--- config.mk ---
export PLATFORM = sky130hd
export DESIGN_NAME = xif_mem_responder
export DESIGN_NICKNAME = d
export VERILOG_FILES = /design/src/rtl/xif_mem_responder.sv
export SDC_FILE = /design/constraint.sdc
export NUM_CORES = 1
export LEC_CHECK = 0
export CAP_MARGIN = 20
export CORE_ASPECT_RATIO = 1.4
export CORE_MARGIN = 3
export CORE_UTILIZATION = 27
export DETAILED_ROUTE_END_ITERATION = 8
export GPL_TIMING_DRIVEN = 0
export PLACE_DENSITY = 0.76
export SYNTH_ARGS = -nofsm -noshare
export SYNTH_HDL_FRONTEND = slang
export SYNTH_SLANG_ARGS = --single-unit
export TNS_END_PERCENT = 20
--- constraint.sdc ---
create_clock -name clk_i -period 2.4 [get_ports clk_i]
set_clock_uncertainty 0.05 [all_clocks]
set_input_delay 0.48 -clock clk_i [delete_from_list [all_inputs] [get_ports clk_i]]
set_output_delay 0.48 -clock clk_i [all_outputs]
set_load 0.02 [all_outputs]
--- src/rtl/xif_mem_responder.sv ---
// rtl/xif_mem_responder.sv - XIF memory-channel responder bridging coprocessor requests onto the OBI data port
module xif_mem_responder #(
    parameter int X_ID_WIDTH = 4,
    parameter int DEPTH      = 2
) (
    input  logic                  clk_i,
    input  logic                  rst_i,

    input  logic                  mem_valid_i,
    output logic                  mem_ready_o,
    input  logic [X_ID_WIDTH-1:0] mem_req_id_i,
    input  logic [31:0]           mem_req_addr_i,
    input  logic                  mem_req_we_i,
    input  logic [3:0]            mem_req_be_i,
    input  logic [31:0]           mem_req_wdata_i,
    output logic                  mem_resp_exc_o,
    output logic [5:0]            mem_resp_exccode_o,

    output logic                  mem_result_valid_o,
    output logic [X_ID_WIDTH-1:0] mem_result_id_o,
    output logic [31:0]           mem_result_rdata_o,
    output logic                  mem_result_err_o,

    output logic                  data_req_o,
    input  logic                  data_gnt_i,
    output logic [31:0]           data_addr_o,
    output logic                  data_we_o,
    output logic [3:0]            data_be_o,
    output logic [31:0]           data_wdata_o,
    input  logic                  data_rvalid_i,
    input  logic [31:0]           data_rdata_i,
    input  logic                  data_err_i
);

    localparam int PTR_W = (DEPTH > 1) ? $clog2(DEPTH) : 1;
    localparam int CNT_W = $clog2(DEPTH + 1);

    localparam logic [5:0] EXC_LOAD_MISALIGNED  = 6'd4;
    localparam logic [5:0] EXC_STORE_MISALIGNED = 6'd6;

    logic [X_ID_WIDTH-1:0] fifo_id_q [DEPTH];
    logic                  fifo_we_q [DEPTH];
    logic [PTR_W-1:0]      wr_ptr_q;
    logic [PTR_W-1:0]      rd_ptr_q;
    logic [CNT_W-1:0]      count_q;

    logic misaligned;
    logic full;
    logic push;
    logic pop;

    assign misaligned = mem_req_addr_i[1:0] != 2'b00;
    // A response retiring this cycle frees its slot for a request granted in the same cycle.
    assign full       = (count_q == CNT_W'(DEPTH)) && !data_rvalid_i;

    assign data_req_o   = mem_valid_i && !misaligned && !full;
    assign data_addr_o  = data_req_o ? {mem_req_addr_i[31:2], 2'b00} : 32'h0;
    assign data_we_o    = data_req_o && mem_req_we_i;
    assign data_be_o    = data_req_o ? mem_req_be_i : 4'h0;
    assign data_wdata_o = data_req_o ? mem_req_wdata_i : 32'h0;

    assign push = data_req_o && data_gnt_i;
    assign pop  = data_rvalid_i && (count_q != '0);

    // Misaligned requests are completed at the handshake with an exception; they never reach the bus.
    assign mem_ready_o        = push || (mem_valid_i && misaligned);
    assign mem_resp_exc_o     = mem_valid_i && misaligned;
    assign mem_resp_exccode_o = !mem_resp_exc_o ? 6'd0 :
                                mem_req_we_i    ? EXC_STORE_MISALIGNED : EXC_LOAD_MISALIGNED;

    always_ff @(posedge clk_i) begin
        if (rst_i) begin
            wr_ptr_q <= '0;
            rd_ptr_q <= '0;
            count_q  <= '0;
            for (int i = 0; i < DEPTH; i++) begin
                fifo_id_q[i] <= '0;
                fifo_we_q[i] <= 1'b0;
            end
        end else begin
            if (push) begin
                fifo_id_q[wr_ptr_q] <= mem_req_id_i;
                fifo_we_q[wr_ptr_q] <= mem_req_we_i;
                wr_ptr_q <= (wr_ptr_q == PTR_W'(DEPTH - 1)) ? '0 : wr_ptr_q + 1'b1;
            end
            if (pop) begin
                rd_ptr_q <= (rd_ptr_q == PTR_W'(DEPTH - 1)) ? '0 : rd_ptr_q + 1'b1;
            end
            if (push && !pop) begin
                count_q <= count_q + 1'b1;
            end else if (pop && !push) begin
                count_q <= count_q - 1'b1;
            end
        end
    end

    always_ff @(posedge clk_i) begin
        if (rst_i) begin
            mem_result_valid_o <= 1'b0;
            mem_result_id_o    <= '0;
            mem_result_rdata_o <= 32'h0;
            mem_result_err_o   <= 1'b0;
        end else begin
            mem_result_valid_o <= pop;
            if (pop) begin
                mem_result_id_o    <= fifo_id_q[rd_ptr_q];
                mem_result_rdata_o <= fifo_we_q[rd_ptr_q] ? 32'h0 : data_rdata_i;
                mem_result_err_o   <= data_err_i;
            end
        end
    end

endmodule

# [Yosys cells after proc, flatten, opt, wreduce, memory -nomap -nowiden]
# Memory sizes are Yosys's and may differ from the RTL's. A register that Yosys moved wholly into a read port is not among the register bits.
# Cells that the tools add are included.
[classes] add_sub_neg=4 n_eq_ne=1 muxes=23 n_reduce_logical=20
[ops] cell="$mux 32" count=3
[ops] cell="$mux 1" count=14
[ops] cell="$logic_and 1x1->1" count=9
[ops] cell="$mux 4" count=2
[ops] cell="$mux 2" count=3
[ops] cell="$reduce_bool 2->1" count=3
[ops] cell="$logic_not 1->1" count=5
[ops] cell="$reduce_or 4->1" count=1
[ops] cell="$mux 3" count=1
[ops] cell="$add 1x1->1 const B" count=2
[ops] cell="$add 2x1->2 const B" count=1
[ops] cell="$eq 2x2->1 const B" count=1
[ops] cell="$sub 2x1->2 const B" count=1
[ops] cell="$logic_or 1x1->1" count=1
[ops] cell="$reduce_or 1->1" count=1
[totals] reg_bits=38 ram_bits=10 in_bits=111 out_inout_bits=116 elab_cells=56 n_memories=2
[memory_table] name="fifo_id_q" depth=2 word_bits=4 rd=1 rd_clocked_by_memory_dff=1 write_ports=2 line="41" rtl="logic [X_ID_WIDTH-1:0] fifo_id_q [DEPTH];"
[memory_table] name="fifo_we_q" depth=2 word_bits=1 rd=1 rd_clocked_by_memory_dff=1 write_ports=2 line="42" rtl="logic fifo_we_q [DEPTH];"

# [Longest topological paths before layout]
[logic_depth] ltp_word=10 ltp_mapped=9 depth_no_buf=8

# [Worst setup path before layout]
# No wires, ideal clock.
[synth_path] path_type="input -> register" start="input data_rvalid_i" end="register count_q[1]" setup_time_ns=0.071 arrival_time_ns=2.303 required_time_ns=2.279 path_slack_ns=-0.024 path_stages=8 n_path_buf=1 cell_sequence="or3b_1 -> nand3_2 -> inv_2 -> clkbuf_1 -> and2_1 -> ha_1 -> or3_1 -> a21oi_1"
[synth_between] elab_chain_cells=8 elab_cells_between_ends=12 classes_between="1 x mux; 11 x reduce/logical"
[synth_rtl] item="start: declaration" line="30" rtl="input logic data_rvalid_i,"
[synth_rtl] item="$logic_not 1->1 *" line="54" rtl="assign full = (count_q == CNT_W'(DEPTH)) && !data_rvalid_i;"
[synth_rtl] item="$logic_and 1x1->1 *" line="54"
[synth_rtl] item="$logic_not 1->1 *" line="56" rtl="assign data_req_o = mem_valid_i && !misaligned && !full;"
[synth_rtl] item="$logic_and 1x1->1 *" line="56"
[synth_rtl] item="named net data_req_o" line="24" rtl="output logic data_req_o,"
[synth_rtl] item="$logic_and 1x1->1 *" line="62" rtl="assign push = data_req_o && data_gnt_i;"
[synth_rtl] item="named net push" line="49" rtl="logic push;"
[synth_rtl] item="$logic_not 1->1" line="91" rtl="end else if (pop && !push) begin"
[synth_rtl] item="$logic_and 1x1->1" line="91"
[synth_rtl] item="$reduce_bool 2->1 (no source line)"
[synth_rtl] item="end signal: assignment" line="90" rtl="count_q <= count_q + 1'b1;"
[synth_rtl] item="end signal: assignment" line="92" rtl="count_q <= count_q - 1'b1;"
[synth_rtl] item="end: declaration" line="45" rtl="logic [CNT_W-1:0] count_q;"
# Mark *: on every way through the listed nets, which the timed path passes. The rest lies on a longest branch.
# A chain may end at the register's enable or synchronous reset.

# [Final worst setup path]
[layout_path] start="input mem_req_addr_i[0]" end="output data_wdata_o[11]"
[layout_between] elab_chain_cells=5
[layout_rtl] item="start: declaration" line="12" rtl="input logic [31:0] mem_req_addr_i,"
[layout_rtl] item="$reduce_bool 2->1" line="52" rtl="assign misaligned = mem_req_addr_i[1:0] != 2'b00;"
[layout_rtl] item="$logic_not 1->1" line="56"
[layout_rtl] item="$logic_and 1x1->1 (2 in series)" line="56"
[layout_rtl] item="$mux 32" line="60" rtl="assign data_wdata_o = data_req_o ? mem_req_wdata_i : 32'h0;"
[layout_rtl] item="end: declaration" line="29" rtl="output logic [31:0] data_wdata_o,"
# No other way between the ends.

==> summary.md <==
| Metric | Value |
|---|---|
| CP max FO | `10` |
| Top cells by area, synth | `dfxtp_1 (36%), and2_1 (18%), edfxtp_1 (13%)` |
| Share of async-settable or async-resettable flops after synthesis | `0%` |
| Fillers | `791` |
| Final Hold Fails | `0` |
| VDD IR max | `0.550 mV` |
| Fin crit period | `2.35 ns` |
| Tcrit/Tclk final | `98.0%` |
| Pleak | `2.10 nW` |
| Post-synth EDFFs | `10` |
| Bufs on Longest Clock Path | `2` |
| DP Cell Count | `568` |
| R2R setup slack | `0.14 ns` |
| Core Area | `8610 sq um` |
| P_int | `1.95 mW` |
| CTS tree | `done` |
| Min Hold Slack | `0.423 ns` |
| Top cell type's share of synthesized area | `35.9%` |
| Area delta synth->final | `100%` |
| Layout Nets | `591` |
| Wire per inst | `18.7 microns` |
| Worst hold stages | `2` |
| CTS Hold Bufs | `0` |
| Clock Tree Root | `clkbuf_16` |
| Tightest Pin Transition | `0.541 ns` |
| Layout Cells excl Fill | `586` |
| Worst R2R Path Depth | `8` |
| Vias in the first global route | `2853` |
| Starting Density | `27.9%` |
| WHS Endpoint | `mem_result_err_o` |
| Number of unique standard cell types used by synthesis | `34` |
| Setup TNS Final | `0 ns` |
| Die Span Y | `118 microns` |
| Warnings from Yosys | `0` |
| Crit path kind | `input port to primary output` |
| Max-slew violations | `0` |
| Cts bufs inserted | `5` |
| FP Rows | `40` |
| Clk pwr share | `25.9%` |
| Mean area per synthesized cell | `10.1 sq um` |
| Final Setup Violations | `0` |
| All-Layer GR Usage | `21.3%` |
| Worst r2r src | `count_q[0]` |
| Top Ports | `227` |
| Drt pass-1 iters | `6` |
| Die ar. | `10100 sq um` |
| Final antenna-violating net count | `0` |
| Most area-hungry cell type in the Yosys netlist | `dfxtp_1` |
| Worst-path clk slew | `0.06 ns` |
| Largest net degree at the start of global routing | `17` |
| Residual DRC count | `0` |
| RSZ-0062 raised after global routing | `true` |
| Total chip power | `2.77 mW` |
| Synthesis-stage register bit count | `53` |
| End of the worst register-to-register path | `count_q[1]` |
| CP arrival | `1.82 ns` |
| Register area share after synthesis | `48.4%` |
| Reg power frac | `39.2%` |
| Final core occ | `55.8%` |
| Buffers on Ports | `220` |
| Combinational fraction of design power | `34.9%` |
| Status | `complete, no violations` |
| CP endpoint kind | `primary output` |
| F_max | `425 MHz` |
| Max cap viols | `0` |
| Required time of the critical path | `1.87 ns` |
| Type of origin of the critical path | `input port` |
| Die Width | `85.7 microns` |
| Share of layout cells above drive strength 1 | `24.0%` |
| GRT Residual Overflow | `0` |
| Min-delay src | `mem_result_err_o` |
| Cells after synthesis | `238` |
| DRT iter0 DRCs | `85` |
| Antenna violations before repair | `6` |
| Vias per cell | `4.58` |
| First-pass GRT wire length | `16300 microns` |
| Hold WC Path Type | `flop to flop` |
| Drt total wl | `11000 microns` |
| Ys flop type | `dfxtp_1` |
| Post-Syn Area | `2400 sq um` |
| Via Count | `2681` |
| Power Dens Cells | `576 nW/um^2` |
| H-Tree Depth | `2` |
| Sw Ratio | `29.6%` |
| Normalized max-slew margin | `63.9%` |
| Placer Congestion | `0.845` |
| HPWL after DPL | `8870 microns` |
| P_sw | `0.818 mW` |
| Clock sinks | `53` |
| Clk Latency, worst-skew pair | `0.29 ns` |
[final cells by class]
type                    instances  area, sq um  area share (%)
plain buffers                  24          184            3.83
flip-flops and latches         53         1160            24.2
repair buffers                228         2010            41.8
clock inverters                 1         7.51           0.156
diodes                          1         2.50          0.0521
well taps                     105          131            2.74
multi-input cells             163         1140            23.8
inverters                       3         18.8           0.391
repair inverters                1         6.26           0.130
clock buffers                   7          143            2.97
[synthesized netlist by cell type, types with 2 or more instances]
cell and number:
and2_1 69, dfxtp_1 43, a22o_1 32, nor2_1 14, clkbuf_1 13, edfxtp_1 10
buf_4 7, nand2b_1 5, a211oi_1 4, mux2i_1 4, nor3_1 4, a21oi_1 3
buf_6 3, nand2_1 3, nor2b_1 3, inv_2 2, xor2_1 2
[critical path, stage by stage]
cell             delay [ns]
clkdlybuf4s50_1        0.44
nor2_4                 0.17
nand3_4                0.16
inv_4                  0.12
buf_4                  0.15
and2_1                 0.14
buf_2                  0.16
[state kept, by name (all words and copies together) (netlist names), named ones only]
signal	count
mem_result_valid_o	1
wr_ptr_q	1
mem_result_id_o	4
mem_result_rdata_o	32
rd_ptr_q	1
count_q	2
fifo_we_q	2
mem_result_err_o	1
fifo_id_q	8
[metrics by stage]
stage	worst slack, ns	area (sq um)
after floorplan	0.0382	2420
after global placement	-0.843	4750
final	0.0490	4800
after detailed placement	-0.880	4750
after CTS	0.000576	4700
after global routing	-0.000236	4800
[routing by layer]
metal / track usage [%] / vias up / part of all wire [%]
met3: 10.3 / 16 / 13
met1: 26.9 / 1200 / 41
met2: 32.8 / 173 / 44
met4: 4.75 / 10 / 1.0
li1: - / 1282 / -
met5: 0 / - / 0.61
[how the worst max path moves through the flow]
stage	slack [ns]	from	to	depth (start not counted)
after floorplan	0.04	data_rvalid_i	count_q[1]	8
after global placement	-0.84	mem_req_addr_i[1]	data_addr_o[20]	7
after detailed placement	-0.88	mem_req_addr_i[1]	data_addr_o[21]	7
after CTS	0.0006	mem_req_addr_i[0]	data_wdata_o[0]	7
after global routing	-0.0002	mem_req_addr_i[0]	data_wdata_o[1]	7
final	0.05	mem_req_addr_i[0]	data_wdata_o[11]	7
[cells in the final DEF, fill, tap and decap left out, drive strengths merged, types with 2 or more instances in the layout]
| cell | synthesis | layout |
|---|---|---|
| a211oi | 4 | 4 |
| a21oi | 3 | 3 |
| a22o | 32 | 32 |
| and2 | 69 | 69 |
| buf | 11 | 91 |
| clkbuf | 13 | 18 |
| clkdlybuf4s50 | 0 | 145 |
| conb | 1 | 6 |
| dfxtp | 43 | 43 |
| dlygate4sd2 | 0 | 2 |
| dlymetal6s2s | 0 | 2 |
| edfxtp | 10 | 10 |
| inv | 3 | 4 |
| mux2i | 4 | 4 |
| nand2 | 3 | 3 |
| nand2b | 5 | 5 |
| nor2 | 14 | 14 |
| nor2b | 3 | 3 |
| nor3 | 4 | 4 |
| xor2 | 2 | 2 |
[power groups by stage]
stage / Clock [mW] / Sequential [mW] / Combinational (mW)
6_report: 0.717 / 1.08 / 0.965
2_1_floorplan: 0 / 1.20 / 0.359
4_1_cts: 0.742 / 1.08 / 0.959
5_1_grt: 0.769 / 1.10 / 1.04
3_3_place_gp: 0 / 1.10 / 0.944
3_5_place_dp: 0 / 1.10 / 0.957
[cells by family after synthesis]
group	synth area share (%)
buffers and inverters	6.25
adders and majority gates	0.521
AOI/OAI and AO/OA	16.3
DFF	48.4
and+or+nand+nor	25.6
other	0.156
xor gates and xnor gates	1.09
muxes	1.67
[repair_timing]
action                                  4_1_cts  5_1_grt
gates cloned                                  1        1
gates resized for setup                     317       32
setup buffers                                 4        3
endpoints found under the setup margin       74       69
pin swaps                                     2        2
No activity file was read; power rests on OpenSTA's default activity.
